`config.mk`:
```
export PLATFORM = sky130hd
export DESIGN_NAME = mmio_uart_tx
export DESIGN_NICKNAME = d
export VERILOG_FILES = /design/src/rtl/mmio_uart_pkg.sv /design/src/rtl/sync_fifo.sv /design/src/rtl/mmio_uart_tx.sv
export SDC_FILE = /design/constraint.sdc
export NUM_CORES = 1
export LEC_CHECK = 0
export CORE_MARGIN = 4
export CORE_UTILIZATION = 50
export DETAILED_ROUTE_END_ITERATION = 12
export GPL_TIMING_DRIVEN = 1
export PLACE_DENSITY = 0.85
export SKIP_LAST_GASP = 1
export SYNTH_ARGS = -nofsm -noshare
export SYNTH_HDL_FRONTEND = slang
export SYNTH_SLANG_ARGS = --single-unit
```
`constraint.sdc`:
```
create_clock -name clock -period 5.9 [get_ports clock]
set_clock_uncertainty 0.1 [all_clocks]
set_input_delay 0.59 -clock clock [delete_from_list [all_inputs] [get_ports clock]]
set_output_delay 0.59 -clock clock [all_outputs]
set_load 0.05 [all_outputs]
```
`src/rtl/mmio_uart_pkg.sv`:
```
// Register map, STATUS/CTRL field positions and transmitter states for mmio_uart_tx.
package mmio_uart_pkg;

  localparam logic [63:0] ADDR_TXDATA = 64'h0000_0000_FFFF_0080;
  localparam logic [63:0] ADDR_STATUS = 64'h0000_0000_FFFF_0088;
  localparam logic [63:0] ADDR_CTRL   = 64'h0000_0000_FFFF_0090;

  localparam int unsigned ST_EMPTY_BIT   = 0;
  localparam int unsigned ST_FULL_BIT    = 1;
  localparam int unsigned ST_BUSY_BIT    = 2;
  localparam int unsigned ST_OVERRUN_BIT = 3;
  localparam int unsigned ST_COUNT_LSB   = 8;
  localparam int unsigned ST_COUNT_MSB   = 14;

  localparam int unsigned CTRL_DIV_LSB   = 0;
  localparam int unsigned CTRL_DIV_MSB   = 15;
  localparam int unsigned CTRL_IRQEN_BIT = 16;

  // Explicit encodings keep the legacy state numbering.
  typedef enum logic [2:0] {
    S_IDLE   = 3'd0,
    S_START  = 3'd1,
    S_DATA   = 3'd2,
    S_PARITY = 3'd3,
    S_STOP   = 3'd4
  } state_t;

  function automatic logic even_parity(input logic [7:0] b);
    return ^b;
  endfunction

endpackage

```
`src/rtl/sync_fifo.sv`:
```
// Single-clock first-word-fall-through FIFO; a push while full is accepted only with a same-cycle pop.
module sync_fifo
  import mmio_uart_pkg::*;
#(
  parameter int unsigned WIDTH = 8,
  parameter int unsigned DEPTH = 8
) (
  input  logic                     i_clk,
  input  logic                     i_rst_n,
  input  logic                     i_push,
  input  logic [WIDTH-1:0]         i_wdata,
  input  logic                     i_pop,
  output logic [WIDTH-1:0]         o_rdata,
  output logic                     o_full,
  output logic                     o_empty,
  output logic [$clog2(DEPTH):0]   o_count
);

  localparam int unsigned AW = $clog2(DEPTH);

  logic [WIDTH-1:0] r_mem [DEPTH];
  logic [AW-1:0]    r_wr_ptr;
  logic [AW-1:0]    r_rd_ptr;
  logic [AW:0]      r_count;
  logic             w_do_push;
  logic             w_do_pop;

  assign o_empty   = (r_count == '0);
  assign o_full    = (r_count == (AW+1)'(DEPTH));
  assign o_count   = r_count;
  assign o_rdata   = r_mem[r_rd_ptr];
  assign w_do_pop  = i_pop & ~o_empty;
  assign w_do_push = i_push & (~o_full | w_do_pop);

  always_ff @(posedge i_clk) begin
    if (w_do_push) r_mem[r_wr_ptr] <= i_wdata;
  end

  always_ff @(posedge i_clk or negedge i_rst_n) begin
    if (!i_rst_n) begin
      r_wr_ptr <= '0;
      r_rd_ptr <= '0;
      r_count  <= '0;
    end else begin
      if (w_do_push) r_wr_ptr <= r_wr_ptr + AW'(1);
      if (w_do_pop)  r_rd_ptr <= r_rd_ptr + AW'(1);
      if (w_do_push && !w_do_pop)      r_count <= r_count + (AW+1)'(1);
      else if (w_do_pop && !w_do_push) r_count <= r_count - (AW+1)'(1);
    end
  end

endmodule

```
`src/rtl/mmio_uart_tx.sv`:
```
// Memory-mapped UART transmitter: TXDATA/STATUS/CTRL registers, byte FIFO, 8N1 serializer.
// Optional even-parity bit after the data bits when MMIO_UART_TX_PARITY_EN is defined.
module mmio_uart_tx
  import mmio_uart_pkg::*;
#(
  parameter int unsigned FIFO_DEPTH = 8,
  parameter int unsigned DIV_RESET  = 16
) (
  input  logic        clock,
  input  logic        reset,
  input  logic [63:0] data,
  input  logic [63:0] address,
  input  logic        MemRead,
  input  logic        MemWrite,
  output logic [63:0] rd_data,
  output logic        UartAddress,
  output logic        UartInterrupt,
  output logic        tx
);

  localparam int unsigned CW = $clog2(FIFO_DEPTH) + 1;

  logic          w_hit_tx, w_hit_status, w_hit_ctrl;
  logic          w_push, w_ctrl_wr, w_pop, w_overrun_evt;
  logic          w_full, w_empty, w_busy, w_bit_end, w_tx_next;
  logic [7:0]    w_head;
  logic [CW-1:0] w_count;
  logic [15:0]   w_reload;
  logic          w_unused_data;

  logic [15:0]   r_divisor;
  logic          r_irq_en;
  logic          r_overrun;
  state_t        r_state;
  logic [15:0]   r_bitcnt;
  logic [2:0]    r_bitidx;
  logic [7:0]    r_shift;
  logic          r_tx;
`ifdef MMIO_UART_TX_PARITY_EN
  logic          r_parity;
`endif

  assign w_hit_tx      = (address == ADDR_TXDATA);
  assign w_hit_status  = (address == ADDR_STATUS);
  assign w_hit_ctrl    = (address == ADDR_CTRL);
  assign UartAddress   = w_hit_tx | w_hit_status | w_hit_ctrl;
  assign w_push        = MemWrite & w_hit_tx;
  assign w_ctrl_wr     = MemWrite & w_hit_ctrl;
  assign w_overrun_evt = w_push & w_full & ~w_pop;
  assign w_unused_data = &{1'b0, data[63:17]};

  assign w_busy        = (r_state != S_IDLE);
  assign w_bit_end     = (r_bitcnt == '0);
  assign w_reload      = (r_divisor == '0) ? '0 : r_divisor - 16'd1;
  assign w_pop         = ~w_empty & ((r_state == S_IDLE) || (r_state == S_STOP && w_bit_end));
  assign UartInterrupt = r_irq_en & w_empty & ~w_busy;
  assign tx            = r_tx;

  sync_fifo #(
    .WIDTH (8),
    .DEPTH (FIFO_DEPTH)
  ) u_fifo (
    .i_clk   (clock),
    .i_rst_n (reset),
    .i_push  (w_push),
    .i_wdata (data[7:0]),
    .i_pop   (w_pop),
    .o_rdata (w_head),
    .o_full  (w_full),
    .o_empty (w_empty),
    .o_count (w_count)
  );

  always_comb begin
    rd_data = '0;
    if (MemRead) begin
      if (w_hit_status) begin
        rd_data[ST_COUNT_MSB:ST_COUNT_LSB] = 7'(w_count);
        rd_data[ST_OVERRUN_BIT]            = r_overrun;
        rd_data[ST_BUSY_BIT]               = w_busy;
        rd_data[ST_FULL_BIT]               = w_full;
        rd_data[ST_EMPTY_BIT]              = w_empty;
      end else if (w_hit_ctrl) begin
        rd_data[CTRL_DIV_MSB:CTRL_DIV_LSB] = r_divisor;
        rd_data[CTRL_IRQEN_BIT]            = r_irq_en;
      end
    end
  end

  always_ff @(posedge clock or negedge reset) begin
    if (!reset) begin
      r_divisor <= 16'(DIV_RESET);
      r_irq_en  <= 1'b0;
      r_overrun <= 1'b0;
    end else if (w_ctrl_wr) begin
      r_divisor <= data[15:0];
      r_irq_en  <= data[16];
      r_overrun <= 1'b0;
    end else if (w_overrun_evt) begin
      r_overrun <= 1'b1;
    end
  end

  // tx is registered from the current state, so the line lags the state by one cycle.
  always_comb begin
    unique case (r_state)
      S_START: w_tx_next = 1'b0;
      S_DATA:  w_tx_next = r_shift[0];
`ifdef MMIO_UART_TX_PARITY_EN
      S_PARITY: w_tx_next = r_parity;
`endif
      default: w_tx_next = 1'b1;
    endcase
  end

  always_ff @(posedge clock or negedge reset) begin
    if (!reset) begin
      r_state  <= S_IDLE;
      r_bitcnt <= '0;
      r_bitidx <= '0;
      r_shift  <= '0;
      r_tx     <= 1'b1;
`ifdef MMIO_UART_TX_PARITY_EN
      r_parity <= 1'b0;
`endif
    end else begin
      r_tx <= w_tx_next;
      if (w_pop) begin
        r_shift  <= w_head;
`ifdef MMIO_UART_TX_PARITY_EN
        r_parity <= even_parity(w_head);
`endif
      end
      unique case (r_state)
        S_IDLE: begin
          if (w_pop) begin
            r_state  <= S_START;
            r_bitcnt <= w_reload;
          end
        end
        S_START: begin
          if (w_bit_end) begin
            r_state  <= S_DATA;
            r_bitidx <= '0;
            r_bitcnt <= w_reload;
          end else begin
            r_bitcnt <= r_bitcnt - 16'd1;
          end
        end
        S_DATA: begin
          if (w_bit_end) begin
            r_bitcnt <= w_reload;
            if (r_bitidx == 3'd7) begin
`ifdef MMIO_UART_TX_PARITY_EN
              r_state <= S_PARITY;
`else
              r_state <= S_STOP;
`endif
            end else begin
              r_bitidx <= r_bitidx + 3'd1;
              r_shift  <= {1'b0, r_shift[7:1]};
            end
          end else begin
            r_bitcnt <= r_bitcnt - 16'd1;
          end
        end
        S_PARITY: begin
          if (w_bit_end) begin
            r_state  <= S_STOP;
            r_bitcnt <= w_reload;
          end else begin
            r_bitcnt <= r_bitcnt - 16'd1;
          end
        end
        S_STOP: begin
          if (w_bit_end) begin
            r_bitcnt <= w_reload;
            r_state  <= w_pop ? S_START : S_IDLE;
          end else begin
            r_bitcnt <= r_bitcnt - 16'd1;
          end
        end
        default: r_state <= S_IDLE;
      endcase
    end
  end

endmodule

```
=== After elaboration in Yosys (flattened, before gate mapping) ===
Memory sizes are Yosys's and may differ from the RTL's.
Cells that the tools add are included.

* Flip-flop bits (word level): 59
* Bits in writable memories: 64
* Word-level logic and storage cells: 103
* Bits of input ports: 132
* Output and inout bits: 67
* Memories: 1

{| class="wikitable"
|+ Memories
! name !! depth !! width !! read ports !! clocked after memory_dff !! wr ports !! RTL line !! RTL
|-
| u_fifo.r_mem || 8 || 8 || 1 || 0 || 1 || sync_fifo.sv:21 || <nowiki>logic [WIDTH-1:0] r_mem [DEPTH];</nowiki>
|}

* Reductions and logical operators: 19
* $add $sub $neg: 7
* Equal/unequal tests: 16
* Mux-type cells: 33
* Bitwise operators: 16

{| class="wikitable"
|+ Operators with widths
! operator !! number
|-
| equality test 64 x 32 -> 1 bit (second input constant) || 3
|-
| two-way mux 16 bit || 3
|-
| two-way mux 17 bit || 2
|-
| logical NOT 16 bit || 2
|-
| two-way mux 8 bit || 4
|-
| case mux 16 bit (2 select lines) || 1
|-
| subtractor 16 x 1 -> 16 bit (second input constant) || 2
|-
| two-way mux 3 bit || 9
|-
| two-way mux 4 bit || 4
|-
| case mux 3 bit (5 select lines) || 1
|-
| != test 2 bit (second input constant) || 6
|-
| adder 3 x 1 -> 3 bit (second input constant) || 3
|-
| bitwise AND 1 bit || 9
|-
| nonzero test 2 bit || 4
|-
| two-way mux 7 bit || 1
|-
| equality test 3 x 2 -> 1 bit (second input constant) || 2
|-
| equality test 3 bit (second input constant) || 2
|-
| case mux 3 bit (2 select lines) || 1
|-
| AND reduction 6 bit || 1
|-
| two-way mux 1 bit || 5
|-
| adder 4 x 1 -> 4 bit (second input constant) || 1
|-
| equality test 4 bit (second input constant) || 1
|-
| logical NOT 4 bit || 1
|-
| NOT 1 bit || 4
|-
| 14 further kinds || 19
|}

=== Depth between registers and ports, before layout ===
* Depth after elaboration: 11
* Mapped depth: 16
* Gate-level depth less buffers: 15

=== Hierarchy ===
From an unflattened synthesis, not the netlist that was laid out.

* Cell total of the unflattened synthesis: 550
* Area total of the unflattened synthesis: 6605.1 sq um

{| class="wikitable"
|+ Modules (own cells, without submodules)
! module !! area an instance (sq um) !! cells an instance !! seq. area each (sq um) !! instances
|-
| mmio_uart_tx || 3542.1 || 394 || 1228.7 || 1
|-
| sync_fifo || 3062.9 || 156 || 2172.1 || 1
|}

=== Worst setup path after synthesis ===
No wires, ideal clock.

* Path kind: input -> output
* From: input address[12]
* To: output UartAddress
* Stages on the path: 5
* Slack: 1.767 ns
* Data arrival time: 3.443 ns
* Buffers on the path: 1
* Required time: 5.210 ns
* Cells stage by stage: or4b_1 > or4_4 > nor4_4 > clkbuf_1 > a21boi_0

* Cells in the longest elaborated chain, start to end: 3
* Elaborated cells on any way between the ends: 5
* Classes of those cells: eq/ne: 3; bitwise: 2

{| class="wikitable"
|+ RTL lines
! item !! RTL line !! RTL
|-
| start: declaration || mmio_uart_tx.sv:12 || <nowiki>input logic [63:0] address,</nowiki>
|-
| equality test 64 x 32 -> 1 bit, on equally long branches || mmio_uart_tx.sv:43, mmio_uart_tx.sv:44 ||
|-
| OR 1 bit || mmio_uart_tx.sv:46 || <nowiki>assign UartAddress = w_hit_tx | w_hit_status | w_hit_ctrl;</nowiki>
|-
| OR 1 bit * || mmio_uart_tx.sv:46 ||
|-
| end: declaration || mmio_uart_tx.sv:16 || <nowiki>output logic UartAddress,</nowiki>
|}

Every way passes the cells marked *; elsewhere a longest branch is shown, timed or not.

=== Worst setup path in the final report ===
* From: input address[12]
* To: output rd_data[3]

* Cells in the longest elaborated chain, start to end: 4
* Elaborated cells on any way between the ends: 5
* Classes of those cells: eq/ne: 2; mux: 3

{| class="wikitable"
|+ RTL lines
! item !! RTL line !! RTL
|-
| equality test 64 x 32 -> 1 bit || mmio_uart_tx.sv:45 || <nowiki>assign w_hit_ctrl = (address == ADDR_CTRL);</nowiki>
|-
| two-way mux 17 bit || mmio_uart_tx.sv:83 || <nowiki>end else if (w_hit_ctrl) begin</nowiki>
|-
| two-way mux 4 bit * || mmio_uart_tx.sv:77 || <nowiki>if (w_hit_status) begin</nowiki>
|-
| two-way mux 17 bit * || mmio_uart_tx.sv:76 || <nowiki>if (MemRead) begin</nowiki>
|-
| end: declaration || mmio_uart_tx.sv:15 || <nowiki>output logic [63:0] rd_data,</nowiki>
|}

Marked as above.

==> flow_metrics.tcl <==
set metrics [dict create \
    drt-pass1-iter-count 6 \
    count_of_flip_flops_with_a_built_in_enable_after_synthesis 64 \
    post_synth_inst_count 539 \
    setup_ws_ps 917 \
    initial_core_util 0.514 \
    post_layout_nonfiller_instances 833 \
    worst_setup_path_end_kind "primary output" \
    synth_top_area_frac 0.294 \
    slew_violations 0 \
    cts_buffers 17 \
    fin_crit_sh 0.845 \
    area_growth_syn_to_layout_pct 24.8 \
    globalplace.congestion 0.864 \
    initial_antenna_violation_count 0 \
    cts.htree.levels 4 \
    clk_pin_slew_worst_paths_ps 60 \
    final_util 0.642 \
    grt_util_all_layers 0.227 \
    floorplan.die_area_um2 15000 \
    slew_headroom 0.0887 \
    irDropWorstVdd_mv 0.227 \
    via_count 4953 \
    syn_avg_cell_area_um2 12.1 \
    grt_remaining_overflow 0 \
    tightestPinTransition_ps 1360 \
    vias_in_the_first_global_route 5003 \
    yosys_register_bits 123 \
    top_level_ports 199 \
    final_nets 791 \
    cts.sinks 123 \
    setup_viol 0 \
    place_worst_setup_slack_ps 880 \
    vertical_extent_of_the_die_um 122 \
    route.final.wire_length_um 16300 \
    critical_path.cell_chain "clkdlybuf4s50_1, or4b_1, or4_4, nor4_4, nand2_1, nor2_1, clkdlybuf4s50_1" \
    clock_latency_ps 420 \
    drt-wirelength-per-cell_um 19.6 \
    critical_path.n_buffers_inverters 2 \
    synthMuxAreaShare 0.122 \
    drc_errors 0 \
    cts_root_buffer "sky130_fd_sc_hd__clkbuf_16" \
    synth_compound_gate_area_share 0.0731 \
    synth_area_leader_cell "sky130_fd_sc_hd__edfxtp_1" \
    post_synth_and_or_nand_nor_area_fraction 0.156 \
    post-cts-setup-buffer-count 0 \
    timing.final.crit_period_ps 4980 \
    data_required_time_of_the_worst_path_ps 5210 \
    cp_slowest_stage_delay_ps 840 \
    max_cap_viol_count 0 \
    rsz_0062_raised_after_global_routing "no" \
    cp_top_family "simple AND/OR/NAND/NOR gates" \
    worst-path-max-fanout 15 \
    placedCellCount 801 \
    antenna_cells_inserted 0 \
    num_rows 41 \
    ys_seq_area_frac 0.520 \
    timing.setup.tns_ps 0 \
    cts_resized 0 \
    synth_area_um2 6540 \
    cts_hold_buffers 0 \
    power_density_of_the_placed_cells_nw_per_um2 249 \
    cts_tree "built" \
    startpoint_type "primary input" \
    synthTopCellsByArea "sky130_fd_sc_hd__edfxtp_1 (29%), sky130_fd_sc_hd__dfrtp_1 (22%), sky130_fd_sc_hd__buf_4 (5.5%)" \
    power.static_leakage_nw 3.25 \
    critical-path-top-cell-by-count "sky130_fd_sc_hd__clkdlybuf4s50_1" \
    post_synth_xor_area_fraction 0.0281 \
    timing.setup.critical_path_class "primary input to primary output" \
    core-area_um2 12700 \
    die_w_um 122 \
    clk_path_buf_depth 2 \
    post_synth_fa_ha_maj_area_fraction 0.0222 \
    synth_warnings 0 \
    synth_top_family_by_area "simple AND/OR/NAND/NOR gates" \
    worst_ep_arrival_time_ps 4290 \
    hold_path_class "primary input to asynchronous set/reset pin" \
    final_area_um2 8170 \
    fraction_of_synthesis_flops_using_an_asynchronous_set_or_reset_pin 0.480 \
    place.port_buffers 104 \
    outcome "finished, final reports clean" \
    yosys_most_used_dff "sky130_fd_sc_hd__edfxtp_1" \
    ys_types 58 \
    ant_nets 0 \
    grt_pass1_wl_um 25800 \
    maximum_number_of_pins_on_one_net_before_global_route_repair 60 \
    vias_per_cell 5.95 \
    hold_viol_final 0 \
    detailed_place_hpwl_um 11200 \
    crit_slowest_cell "sky130_fd_sc_hd__clkdlybuf4s50_1" \
    layout-drive-gt1-share 0.151 \
    fmax_mhz 201 \
    placement.cell_area_um2 7600 \
    detail_route.iter0.violations 462 \
]
-- where the power goes --
part,leakage (nW),switching [mW],internal (mW),total (mW)
Combinational,1.63,0.0941,0.0515,0.146
Clock,0.268,0.399,0.586,0.985
Sequential,1.35,0,0.905,0.905
-- Yosys cell counts (all sizes together) (16+ instances only) --
library cell,n
edfxtp,64
dfrtp,57
buf,56
nand2,31
mux2,27
o21ai,24
nor3,23
nor4,23
nor2,21
clkbuf,18
mux4,16
xnor2,16
-- per-layer routing --
layer,up-vias,part of all wire,track usage
met4,0,0.027,0.0812
met3,49,0.083,0.0502
met2,323,0.51,0.401
met1,2402,0.38,0.272
li1,2179,-,-
met5,-,0,0
-- area by class of cell --
cell class | count | area (um2)
Clock inverter | 14 | 136
Tap cell | 172 | 215
Fill cell | 891 | 4560
Timing Repair Buffer | 118 | 1140
Inverter | 12 | 45.0
Clock buffer | 18 | 429
Multi-Input combinational cell | 376 | 2800
Sequential cell | 123 | 3400
-- cells by family after synthesis --
kind of cell | after synthesis
AOI/OAI and AO/OA | 71
xor gates and xnor gates | 21
adders and majority gates | 11
buffers and inverters | 86
DFF | 123
muxes | 53
other | 1
and+or+nand+nor | 173
-- state kept, by name (all words and copies together) (netlist names) --
register	cells
u_fifo.r_rd_ptr	3
r_bitidx	3
r_irq_en	1
u_fifo.o_count	4
r_divisor	16
r_overrun	1
u_fifo.r_wr_ptr	3
r_bitcnt	16
u_fifo.r_mem	64
r_shift	8
tx	1
r_state	3
-- metrics by stage --
| stage | hold WS, ps | power (mW) |
|---|---|---|
| after detailed placement | 388 | 1.07 |
| after floorplan | 194 | 1.02 |
| after global routing | 293 | 2.09 |
| after CTS | 254 | 2.04 |
| final | 226 | 2.04 |
| after global placement | 363 | 1.06 |
-- final timing paths --
check | slack [ps] | endpoint | cells after the start | startpoint
setup / recovery | 920 | rd_data[3] | 7 | address[12]
max in group asynchronous | 4960 | r_divisor[10] | 2 | reset
setup reg to reg | 1920 | u_fifo.o_count[3] | 13 | r_bitcnt[12]
hold / removal | 230 | r_divisor[13] | 2 | reset
min in group clock | 390 | r_shift[2] | 2 | r_shift[3]
hold reg to reg | 390 | r_shift[2] | 2 | r_shift[3]
-- cells in the final DEF (no fill, tap or decap), types with 17 or more instances in the layout --
cell type,netlist,routed
sky130_fd_sc_hd__nand2_1,31,31
sky130_fd_sc_hd__edfxtp_1,64,64
sky130_fd_sc_hd__dfrtp_1,57,57
sky130_fd_sc_hd__clkbuf_16,0,17
sky130_fd_sc_hd__nor3_1,23,23
sky130_fd_sc_hd__nor4_1,22,22
sky130_fd_sc_hd__mux2_2,18,18
sky130_fd_sc_hd__o21ai_0,24,24
sky130_fd_sc_hd__nor2_1,21,21
sky130_fd_sc_hd__conb_1,1,47
sky130_fd_sc_hd__clkdlybuf4s50_1,0,103
(Power assumes the default switching activity.)
